===== src/rtl/serdesphy_ana_bias_monitor.sv =====
// ----------------------------------------------------------------------------
// serdesphy_ana_bias_monitor
//
// Sequences power-up of the SerDes PHY analog bias generator and supervises
// the bias status lines.
//
// On a power request it enables the bias generator (RAMP) and waits for the
// tx, rx and vco biases and bias_ready. It then requires them to stay high
// for SETTLE_CYC cycles (SETTLE) before it raises the downstream analog
// enables and pwr_ack (ON).
//
// A timeout, an out-of-order bias, or a bias dropping out latches a fault
// code (FAULT). The fault is released only by fault_clr while pwr_req is low.
// Shutdown (iso_en or !pwr_req) always beats a fault detected in the same
// cycle.
//
// Ports:
//   clk                         system clock
//   rst_n                       synchronous active-low reset
//   pwr_req                     level request to power the analog domains
//   iso_en                      analog isolation, forces orderly shutdown
//   tx_bias, rx_bias, vco_bias  bias-good status from the generator
//   bias_ready                  generator ready status
//   fault_clr                   releases a latched fault (needs pwr_req=0)
//   bias_en                     enable to the bias generator
//   tx_ana_en, rx_ana_en,
//   pll_ana_en                  downstream analog enables
//   pwr_ack                     power-good acknowledge
//   bias_fault                  fault latched
//   fault_code                  0 none, 1 timeout, 2 order, 3 dropout
//   fault_count                 saturating count of FAULT entries
//   state                       current FSM state
// ----------------------------------------------------------------------------
module serdesphy_ana_bias_monitor #(
    parameter int TIMEOUT_CYC = 160,
    parameter int SETTLE_CYC  = 4
) (
    input  logic       clk,
    input  logic       rst_n,
    input  logic       pwr_req,
    input  logic       iso_en,
    input  logic       tx_bias,
    input  logic       rx_bias,
    input  logic       vco_bias,
    input  logic       bias_ready,
    input  logic       fault_clr,
    output logic       bias_en,
    output logic       tx_ana_en,
    output logic       rx_ana_en,
    output logic       pll_ana_en,
    output logic       pwr_ack,
    output logic       bias_fault,
    output logic [1:0] fault_code,
    output logic [7:0] fault_count,
    output logic [2:0] state
);

    typedef enum logic [2:0] {
        ST_OFF    = 3'd0,
        ST_RAMP   = 3'd1,
        ST_SETTLE = 3'd2,
        ST_ON     = 3'd3,
        ST_FAULT  = 3'd4
    } state_t;

    localparam logic [1:0] CODE_NONE    = 2'd0;
    localparam logic [1:0] CODE_TIMEOUT = 2'd1;
    localparam logic [1:0] CODE_ORDER   = 2'd2;
    localparam logic [1:0] CODE_DROPOUT = 2'd3;

    // Last counter value before the timeout / settle condition fires.
    localparam logic [7:0] TIMER_LAST  = 8'(TIMEOUT_CYC - 1);
    localparam logic [7:0] SETTLE_LAST = 8'(SETTLE_CYC - 1);

    state_t     state_r;
    state_t     next_s;
    logic [7:0] timer_r;
    logic [7:0] settle_r;
    logic [1:0] code_s;
    logic [1:0] fault_code_r;
    logic [7:0] fault_count_r;
    logic       bias_en_r;
    logic       ana_en_r;
    logic       bias_fault_r;
    logic       shutdown_s;
    logic       all_up_s;
    logic       order_bad_s;

    // Next-state logic and fault classification.
    always_comb begin
        next_s      = state_r;
        code_s      = CODE_NONE;
        shutdown_s  = iso_en | ~pwr_req;
        all_up_s    = bias_ready & tx_bias & rx_bias & vco_bias;
        order_bad_s = (rx_bias & ~tx_bias) | (vco_bias & ~rx_bias);
        case (state_r)
            ST_OFF: begin
                if (pwr_req && !iso_en) begin
                    next_s = ST_RAMP;
                end else begin
                    next_s = ST_OFF;
                end
            end
            ST_RAMP: begin
                if (shutdown_s) begin
                    next_s = ST_OFF;
                end else if (order_bad_s) begin
                    next_s = ST_FAULT;
                    code_s = CODE_ORDER;
                end else if (timer_r == TIMER_LAST) begin
                    next_s = ST_FAULT;
                    code_s = CODE_TIMEOUT;
                end else if (all_up_s) begin
                    next_s = ST_SETTLE;
                end else begin
                    next_s = ST_RAMP;
                end
            end
            // Once ramped, any order violation necessarily has a bias low,
            // so it is reported as a dropout.
            ST_SETTLE: begin
                if (shutdown_s) begin
                    next_s = ST_OFF;
                end else if (!all_up_s) begin
                    next_s = ST_FAULT;
                    code_s = CODE_DROPOUT;
                end else if (settle_r == SETTLE_LAST) begin
                    next_s = ST_ON;
                end else begin
                    next_s = ST_SETTLE;
                end
            end
            ST_ON: begin
                if (shutdown_s) begin
                    next_s = ST_OFF;
                end else if (!all_up_s) begin
                    next_s = ST_FAULT;
                    code_s = CODE_DROPOUT;
                end else begin
                    next_s = ST_ON;
                end
            end
            ST_FAULT: begin
                if (fault_clr && !pwr_req) begin
                    next_s = ST_OFF;
                end else begin
                    next_s = ST_FAULT;
                end
            end
            default: begin
                next_s = ST_OFF;
            end
        endcase
    end

    // State, counters, fault bookkeeping and registered output decode.
    always_ff @(posedge clk) begin
        if (!rst_n) begin
            state_r       <= ST_OFF;
            timer_r       <= 8'd0;
            settle_r      <= 8'd0;
            fault_code_r  <= CODE_NONE;
            fault_count_r <= 8'd0;
            bias_en_r     <= 1'b0;
            ana_en_r      <= 1'b0;
            bias_fault_r  <= 1'b0;
        end else begin
            state_r <= next_s;

            // Timer counts only while staying in RAMP and restarts on entry.
            if (next_s == ST_RAMP && state_r != ST_RAMP) begin
                timer_r <= 8'd0;
            end else if (next_s == ST_RAMP) begin
                timer_r <= timer_r + 8'd1;
            end else begin
                timer_r <= timer_r;
            end

            if (next_s == ST_SETTLE && state_r != ST_SETTLE) begin
                settle_r <= 8'd0;
            end else if (next_s == ST_SETTLE) begin
                settle_r <= settle_r + 8'd1;
            end else begin
                settle_r <= settle_r;
            end

            // Code is captured on FAULT entry, held while in FAULT, zero elsewhere.
            if (next_s == ST_FAULT && state_r != ST_FAULT) begin
                fault_code_r <= code_s;
                if (fault_count_r != 8'd255) begin
                    fault_count_r <= fault_count_r + 8'd1;
                end else begin
                    fault_count_r <= fault_count_r;
                end
            end else if (next_s == ST_FAULT) begin
                fault_code_r <= fault_code_r;
            end else begin
                fault_code_r <= CODE_NONE;
            end

            // Outputs are decoded from the state being entered so they track state_r.
            bias_en_r    <= (next_s == ST_RAMP) || (next_s == ST_SETTLE) || (next_s == ST_ON);
            ana_en_r     <= (next_s == ST_ON);
            bias_fault_r <= (next_s == ST_FAULT);
        end
    end

    assign state       = state_r;
    assign bias_en     = bias_en_r;
    assign tx_ana_en   = ana_en_r;
    assign rx_ana_en   = ana_en_r;
    assign pll_ana_en  = ana_en_r;
    assign pwr_ack     = ana_en_r;
    assign bias_fault  = bias_fault_r;
    assign fault_code  = fault_code_r;
    assign fault_count = fault_count_r;

endmodule


===== config.mk =====
export PLATFORM = sky130hd
export DESIGN_NAME = serdesphy_ana_bias_monitor
export DESIGN_NICKNAME = d
export VERILOG_FILES = /design/src/rtl/serdesphy_ana_bias_monitor.sv
export SDC_FILE = /design/constraint.sdc
export NUM_CORES = 1
export LEC_CHECK = 0
export ABC_AREA = 1
export CAP_MARGIN = 20
export CORE_MARGIN = 4
export CORE_UTILIZATION = 40
export DETAILED_ROUTE_END_ITERATION = 12
export DONT_BUFFER_PORTS = 1
export HOLD_SLACK_MARGIN = 0.12
export PLACE_DENSITY = 0.54
export SYNTH_ARGS = -nofsm -noshare
export SYNTH_HDL_FRONTEND = slang
export SYNTH_SLANG_ARGS = --single-unit

===== constraint.sdc =====
create_clock -name clk -period 1.55 [get_ports clk]
set_clock_uncertainty 0.05 [all_clocks]
set_input_delay 0.3875 -clock clk [delete_from_list [all_inputs] [get_ports clk]]
set_output_delay 0.3875 -clock clk [all_outputs]
set_load 0.01 [all_outputs]

==> flow_metrics.env <==
export IMPL_p_per_area_nw_per_um2=644
export IMPL_final_util_pct=62.8
export IMPL_slew_headroom_pct=71.2
export IMPL_ys_seq_area_share_pct=34.0
export IMPL_die_height_um=76.7
export IMPL_fin_crit_sh_pct=101
export IMPL_route_met2_wl_um=2330
export IMPL_finalNetCount=330
export IMPL_route_met3_wl_um=149
export IMPL_netlist_top_cells_count="nand2_1 (55), dfxtp_1 (32), a21oi_1 (22), inv_1 (22), nand3_1 (22)"
export IMPL_crit_path_start_kind="register"
export IMPL_ys_types=32
export IMPL_setup_viol=2
export IMPL_portBuffers=0
export IMPL_cts_hold_buf=0
export IMPL_grt_pass1_wl_um=7580
export IMPL_synthMostInstantiatedCell="nand2_1"
export IMPL_yosysWarnings=0
export IMPL_synthArstFlopShare_pct=0
export IMPL_clockBufferDepth=2
export IMPL_clockRootBuffer="clkbuf_8"
export IMPL_wirelength_um=4780
export IMPL_ir_worst_vdd_mv=0.501
export IMPL_crit_fanout=8
export IMPL_synthCells=252
export IMPL_grt_max_degree=13
export IMPL_slew_violations=0
export IMPL_initial_core_util_pct=42.4
export IMPL_outcome="complete, but fails checks"
export IMPL_wl_per_cell_um=12.9
export IMPL_highest_layer="met4"
export IMPL_drive_gt1_share_pct=47.3
export IMPL_vias_per_cell=4.99
export IMPL_gp_congestion=0.856
export IMPL_clkSinkCount=32
export IMPL_setup_slack_ps=-9.44
export IMPL_syn_nets=264
export IMPL_synth_main_ff_cell="dfxtp_1"
export IMPL_synth_top_area_share_pct=34.0
export IMPL_syn_area_per_cell_um2=7.48
export IMPL_drc_errors=0
export IMPL_period_needed_ps=1560
export IMPL_critical_path_class="reg2reg"
export IMPL_p_leak_nw=1.21
export IMPL_endpoint_kind="register"
export IMPL_tightest_slew_ps=430
export IMPL_yosys_area_top_type="dfxtp_1"
export IMPL_path_clk_slew_ps=70
export IMPL_ant_nets=0
export IMPL_hold_viol_final=0
export IMPL_synth_edff_count=0
export IMPL_grt_usage_pct=15.7
export IMPL_hp_class="in2reg"
export IMPL_netlist_top_cells_area="dfxtp_1 (34%), nand2_1 (11%), xor2_1 (6.0%)"
export IMPL_fin_tns_setup_ps=-15.2
export IMPL_ys_ff_latch=32
export IMPL_io_pin_count=28
export IMPL_rsz0062_at_grt="yes"
export IMPL_clock_latency_ps=280
export IMPL_max_freq_mhz=641
export IMPL_tritoncts="done"
export IMPL_hold_slack_ps=158
export IMPL_required_ps=1700
export IMPL_stdcell_count=371
export IMPL_critPathArrivalTime_ps=1710
export IMPL_antenna_found_initial=0
export IMPL_netlist_area_um2=1890
export IMPL_area_growth_pct=47.9
export IMPL_drt_initial_drc_count=42
export IMPL_cts_inserted_buffers=5
export IMPL_wl_met1_um=2240
export IMPL_htree_levels=2
export IMPL_overflow=0
export IMPL_vias=1853
export IMPL_die_w_um=76.7
export IMPL_coreArea_um2=4440
export IMPL_first_pass_iters=4
export IMPL_diodes=0
export IMPL_power_mw=1.80
export IMPL_dp_cells=351
export IMPL_grt_pass1_vias=1709
export IMPL_die_area_um2=5880
export IMPL_violations="negative setup slack"
export IMPL_cap_violations=0
export IMPL_row_count=24
export IMPL_dp_hpwl_um=3300
==> path summary, 6_finish.rpt <==
check / startpoint / slack (ps) / to / depth (start not counted)
worst max-delay path: timer_r[0]$_SDFFE_PP0N_ / -9 / settle_r[0]$_SDFFE_PP0N_ / 9
worst min-delay path: rst_n / 160 / fault_code[0]$_SDFFE_PN0P_ / 2
worst max register to register: timer_r[0]$_SDFFE_PP0N_ / -9 / settle_r[0]$_SDFFE_PP0N_ / 9
worst min register to register: settle_r[0]$_SDFFE_PP0N_ / 440 / settle_r[0]$_SDFFE_PP0N_ / 2
==> registers in the layout (all words and copies together), names as in the netlist <==
name and count:
fault_count 8, settle_r 8, timer_r 8, state 3, fault_code 2, bias_en 1, bias_fault 1, pll_ana_en 1
==> area by class of cell <==
| class | count | area (um2) |
|---|---|---|
| Clock inverter | 2 | 35.0 |
| Tap cell | 52 | 65.1 |
| Fill cell | 404 | 1660 |
| Clock buffer | 6 | 72.6 |
| Sequential cell | 32 | 653 |
| Inverter | 26 | 103 |
| Multi-Input combinational cell | 190 | 1340 |
| Timing Repair Buffer | 63 | 524 |
==> per-stage QoR <==
stage | instance area [um2] | setup WS (ps)
floorplan | 1890 | 23.3
detailed placement | 2330 | -90.3
global placement | 2330 | -85.2
global route | 2790 | -109
CTS | 2490 | 0.345
finish | 2790 | -9.44
==> worst max-delay path, stage by stage, from the launching register on <==
cell	delay (ps)
dfxtp_2	330
ha_2	180
inv_2	60
nor2_4	140
nand2_4	80
nand4_1	130
nand3_2	160
nand2_4	150
nand2_2	50
a21oi_1	140
==> routing by layer <==
metal | track usage [%] | up-vias
li1 | - | 972
met4 | 4.53 | 0
met1 | 20.8 | 852
met3 | 4.33 | 7
met5 | 0 | -
met2 | 24.9 | 22
==> report_power, final <==
group,total (mW),switching (mW),leakage (nW),internal (mW)
clock,0.784,0.307,0.0552,0.477
combinational,0.177,0.101,0.889,0.0756
sequential,0.836,0.00727,0.262,0.828
total,1.80,0.416,1.21,1.38
==> layout by cell type (no fill, tap or decap), types with 2 or more instances in the layout <==
cell type,n
buf_6,7
nor2_1,17
xor2_1,13
xnor2_1,5
dfxtp_2,7
inv_1,19
inv_2,5
nand2_1,43
nand3_2,14
clkbuf_8,5
nor2_4,4
nor3_2,3
a31oi_1,2
a21oi_1,12
nand3_1,11
nand3_4,6
nand2_8,2
nor3_1,4
buf_4,54
nand2_2,14
dfxtp_1,24
buf_12,2
nand2_4,4
nor2_2,5
nand4_1,11
a21oi_2,11
==> timing repair <==
action                                  CTS  global route
pin swaps                                 4            35
resized for setup                        10            60
endpoints found under the setup margin   26            29
gates cloned                              1             1
hold endpoints to repair                  0             0
setup buffers                             2             8
==> kinds of logic (layout without fill, tap and decap cells) <==
family	Yosys count	in the layout	synth area share, %
simple gates	139	141	39.8
flops	32	32	34.0
buf+inv	32	97	7.83
compound gates	28	28	8.03
xor+xnor	18	18	8.36
fa+ha+maj	3	3	1.99
(Power assumes the default switching activity.)
